[src/rtl/multicycle_control_pkg.sv]
// types: opcodes, control FSM states and datapath select encodings for the multicycle core
package types;
  typedef enum logic [5:0] {
    OP_RTYPE = 6'b000000,
    OP_J     = 6'b000010,
    OP_BEQ   = 6'b000100,
    OP_LW    = 6'b100011,
    OP_SW    = 6'b101011
  } opcode;
  typedef enum logic [3:0] {
    FETCH, DECODE, MEMADR, MEMRD, MEMWB, MEMWR, EXEC, ALUWB, BRANCH, JUMP
  } ctrl_state;
  localparam logic [1:0] ASB_REG    = 2'b00;
  localparam logic [1:0] ASB_FOUR   = 2'b01;
  localparam logic [1:0] ASB_IMM    = 2'b10;
  localparam logic [1:0] ASB_IMM_SH = 2'b11;
  localparam logic [1:0] ALU_ADD    = 2'b00;
  localparam logic [1:0] ALU_SUB    = 2'b01;
  localparam logic [1:0] ALU_FUNCT  = 2'b10;
  localparam logic [1:0] PCS_ALU    = 2'b00;
  localparam logic [1:0] PCS_ALUOUT = 2'b01;
  localparam logic [1:0] PCS_JUMP   = 2'b10;
  function automatic logic is_legal(input opcode o);
    return o inside {OP_RTYPE, OP_J, OP_BEQ, OP_LW, OP_SW};
  endfunction
endpackage

[src/rtl/multicycle_control.sv]
// multicycle_control: Moore control FSM sequencing the shared-memory multicycle MIPS datapath
module multicycle_control
  import types::*;
(
  input  logic       clk,
  input  logic       rst,
  input  opcode      op,
  input  logic       mem_ready,
  output logic       pcWrite,
  output logic       pcWriteCond,
  output logic       iorD,
  output logic       memRead,
  output logic       memWrite,
  output logic       irWrite,
  output logic       memToReg,
  output logic       regDst,
  output logic       regWrite,
  output logic       aluSrcA,
  output logic [1:0] aluSrcB,
  output logic [1:0] aluOp,
  output logic [1:0] pcSource,
  output logic       illegalOp,
  output ctrl_state  state_o
);
  ctrl_state state, nxt;
  opcode op_q;
  // next state; MEMADR steers on the opcode latched in DECODE, not the live IR field
  always_comb begin
    nxt = state;
    case (state)
      FETCH:  nxt = mem_ready ? DECODE : FETCH;
      DECODE: nxt = (op == OP_LW || op == OP_SW) ? MEMADR :
                    (op == OP_RTYPE) ? EXEC :
                    (op == OP_BEQ) ? BRANCH :
                    (op == OP_J) ? JUMP : FETCH;
      MEMADR: nxt = (op_q == OP_LW) ? MEMRD : MEMWR;
      MEMRD:  nxt = mem_ready ? MEMWB : MEMRD;
      MEMWR:  nxt = mem_ready ? FETCH : MEMWR;
      EXEC:   nxt = ALUWB;
      default: nxt = FETCH;
    endcase
  end
  // datapath controls from the registered state; all forced low while in reset
  always_comb begin
    pcWrite = 1'b0;
    pcWriteCond = 1'b0;
    iorD = 1'b0;
    memRead = 1'b0;
    memWrite = 1'b0;
    irWrite = 1'b0;
    memToReg = 1'b0;
    regDst = 1'b0;
    regWrite = 1'b0;
    aluSrcA = 1'b0;
    aluSrcB = ASB_REG;
    aluOp = ALU_ADD;
    pcSource = PCS_ALU;
    illegalOp = 1'b0;
    state_o = rst ? FETCH : state;
    if (!rst) begin
      case (state)
        FETCH: begin
          memRead = 1'b1;
          aluSrcB = ASB_FOUR;
          irWrite = mem_ready;
          pcWrite = mem_ready;
        end
        DECODE: begin
          aluSrcB = ASB_IMM_SH;
          illegalOp = !is_legal(op);
        end
        MEMADR: begin
          aluSrcA = 1'b1;
          aluSrcB = ASB_IMM;
        end
        MEMRD: begin
          memRead = 1'b1;
          iorD = 1'b1;
        end
        MEMWB: begin
          regWrite = 1'b1;
          memToReg = 1'b1;
        end
        MEMWR: begin
          memWrite = 1'b1;
          iorD = 1'b1;
        end
        EXEC: begin
          aluSrcA = 1'b1;
          aluOp = ALU_FUNCT;
        end
        ALUWB: begin
          regWrite = 1'b1;
          regDst = 1'b1;
        end
        BRANCH: begin
          aluSrcA = 1'b1;
          aluOp = ALU_SUB;
          pcWriteCond = 1'b1;
          pcSource = PCS_ALUOUT;
        end
        JUMP: begin
          pcWrite = 1'b1;
          pcSource = PCS_JUMP;
        end
        default: ;
      endcase
    end
  end
  // state register and opcode capture at DECODE
  always_ff @(posedge clk) begin
    if (rst) begin
      state <= FETCH;
      op_q <= OP_RTYPE;
    end else begin
      state <= nxt;
      if (state == DECODE) op_q <= op;
    end
  end
endmodule

[config.mk]
export PLATFORM = sky130hd
export DESIGN_NAME = multicycle_control
export DESIGN_NICKNAME = d
export VERILOG_FILES = /design/src/rtl/multicycle_control_pkg.sv /design/src/rtl/multicycle_control.sv
export SDC_FILE = /design/constraint.sdc
export NUM_CORES = 1
export LEC_CHECK = 0
export CAP_MARGIN = 40
export CORE_MARGIN = 2
export CORE_UTILIZATION = 38
export CTS_CLUSTER_DIAMETER = 100
export CTS_CLUSTER_SIZE = 30
export DETAILED_ROUTE_END_ITERATION = 6
export GPL_ROUTABILITY_DRIVEN = 0
export HOLD_SLACK_MARGIN = 0.06
export PLACE_DENSITY = 0.72
export SETUP_SLACK_MARGIN = 0.2
export SYNTH_ARGS = -nofsm -noshare
export SYNTH_HDL_FRONTEND = slang
export SYNTH_SLANG_ARGS = --single-unit
[constraint.sdc]
create_clock -name clk -period 4.16 [get_ports clk]
set_input_delay 0.624 -clock clk [delete_from_list [all_inputs] [get_ports clk]]
set_output_delay 0.624 -clock clk [all_outputs]
set_load 0.05 [all_outputs]
==> metrics.cfg <==
[placement]
placed_area_um2 = 1030
portBuffers = 29
dp_hpwl_um = 1320

[power_and_ir_drop]
switchingPower_uw = 65.6
seqPwrFrac_pct = 46.7
p_leak_uw = 0.000369
p_clk_share_pct = 27.6
powerDensity_nw_per_um2 = 211
intPower_uw = 157
peakVddDrop_v = 0.000176
p_comb_share_pct = 25.7
switching_share_pct = 29.4

[route]
routed_wl_um = 1700
wl_per_cell_um = 11.6
num_vias = 746
firstDrtPassIters = 4
drc = 0
avgViaCountPerCell = 5.11
ant_nets = 0
drt_iter0_drc = 5

[clocking]
clk_latency_ps = 250
clockBufferDepth = 2
clkTransAtPathRegs_ps = 60
postCtsSetupBuffers = 0
cts_hold_buf = 0
ctsResizeCount = 0
root_buffer = clkbuf_4
clkSinkCount = 10
tritoncts = built
numCtsBuffers = 3
htree_levels = 1

[die]
floorplan.rows = 16
die_h_um = 48.3
core_um2 = 1900
die-area_um2 = 2340
ioPinCount = 30
start_util_pct = 39.3
die_x_um = 48.3

[sta]
worst_slew_pin_slew_ps = 584
min_period_ps = 3360
fmax_ghz = 0.298
fin_worst_skew_ps = 2.79
setup_viol = 0
slew_headroom_pct = 60.9
fin_crit_sh_pct = 80.7
drv_slew = 0
rsz0062_at_grt = false
hold_violations = 0
final.setup.tns_ps = 0

[logic_synthesis]
syn_avg_cell_area_um2 = 7.95
synth.most_common_cell = nor2_1
synth_edf_count = 0
synth_area_um2 = 747
yosys_warnings = 0
async_reset_ff_share_pct = 0
synthTopCellsByArea = dfxtp_1 27%, mux2i_1 9.4%, nor2_1 7.0%, nor4_1 5.0%, nor3_1 4.7%
ys_seq_area_share_pct = 26.8
syn-instance-count = 94
synth-seq-cells = 10
synthesis.nets = 103
synth_flop_cell = dfxtp_1
synth_top_area_share_pct = 26.8
yosys.cell_types.count = 34
synth_top_area_cell = dfxtp_1
synth_common_cells = 14 x nor2_1, 10 x dfxtp_1, 7 x mux2i_1, 7 x nor3_1

[global_route]
antenna_found_initial = 0
grt_pass1_wl_um = 2800
overflow = 0
grt_usage_pct = 14.7
grt_pass1_vias = 665
grt_max_degree = 21

[cells_and_area]
fin_util_pct = 55.5
stdcell_area_um2 = 1050
drive_above_1_share_pct = 8.40
antenna_cells = 0
area_growth_syn_to_layout_pct = 41.2
final_nets = 130

[worst_setup_path]
cp_max_fo = 4
cp-end-kind = output port
path_common_cell = clkdlybuf4s50_1
cp_cell_sequence = clkdlybuf4s50_1 > or3_1 > o21a_1 > o31ai_1 > nor2_1 > clkdlybuf4s50_1
worstPathArrival_ps = 2730
crit_buf_inv = 2
cpPeakStageDelay_ps = 700
setup.worst_path.start_class = input port
critPathSlowestCell = clkdlybuf4s50_1
criticalPathCategory = in2out
required_ps = 3540
crit_family = buffers and inverters

[min_path]
hold_path_class = reg2reg

[run]
max-cap-violations = 0

[outcome]
run_status = complete, no violations

==> kinds of logic (layout without fill, tap and decap cells) <==
logic type	count (synthesis)	count (layout)	share of synthesized area (%)
flip-flops	10	10	26.8
XOR/XNOR	3	3	3.52
AO/OA/AOI/OAI	12	12	12.1
buffers and inverters	14	39	9.21
multiplexers	7	7	9.38
AND/OR/NAND/NOR	48	48	39.0
==> cells in the final DEF (no fill, tap or decap), types with 2 or more instances in the layout <==
| cell | count |
|---|---|
| a21oi_1 | 3 |
| clkbuf_4 | 3 |
| clkdlybuf4s50_1 | 29 |
| dfxtp_1 | 10 |
| inv_1 | 6 |
| mux2i_1 | 7 |
| nand2b_1 | 5 |
| nor2_1 | 14 |
| nor2b_1 | 3 |
| nor3_1 | 7 |
| nor4_1 | 6 |
| or2_2 | 3 |
| or3_1 | 2 |
| xnor2_1 | 3 |
==> tightest hold or removal path: stages (launching register included) <==
cell	delay, ps
dfxtp_1	330
mux2i_1	70
nor2_1	70
==> final cells by class <==
cell class / count / area (um2)
fill: 193 / 847
multi-input combinational: 70 / 478
timing repair buffer: 30 / 298
sequential: 10 / 200
tap: 27 / 33.8
clock buffer: 3 / 22.5
inverter: 6 / 22.5
==> stage by stage <==
stage / worst slack [ps] / power [uW] / instances / hold slack (ps)
global route: 717 / 237 / 146 / 546
CTS: 805 / 223 / 146 / 507
detailed placement: 818 / 164 / 143 / 491
floorplan: 558 / 142 / 94 / 451
finish: 802 / 223 / 146 / 501
global placement: 846 / 163 / 143 / 480
==> power groups by stage <==
stage | Clock, uW | Sequential, uW | Combinational [uW]
2_1_floorplan | 0 | 103 | 39.0
4_1_cts | 61.6 | 104 | 57.7
5_1_grt | 71.0 | 105 | 61.2
3_3_place_gp | 0 | 106 | 56.8
6_report | 61.6 | 104 | 57.3
3_5_place_dp | 0 | 106 | 57.4
==> sequential cells by signal, summed over array words and instances (netlist names) <==
name	flops
op_q	6
state	4
==> per-layer routing <==
metal,GRT usage (%),vias to the layer above,part of all wire [%]
met5,0,-,0
met3,2.16,4,5.1
met4,7.14,0,1.1
li1,-,382,-
met1,18.1,333,48
met2,25.2,27,46
==> worst paths after layout <==
kind / start / endpoint / slack (ps) / depth (start not counted)
worst max-delay path: op[5] / illegalOp / 800 / 6
worst min-delay path: op_q[5] / op_q[5] / 500 / 2
worst max register to register: state[0] / state[0] / 2250 / 4
worst min register to register: op_q[5] / op_q[5] / 500 / 2
No activity file was read; power rests on OpenSTA's default activity.
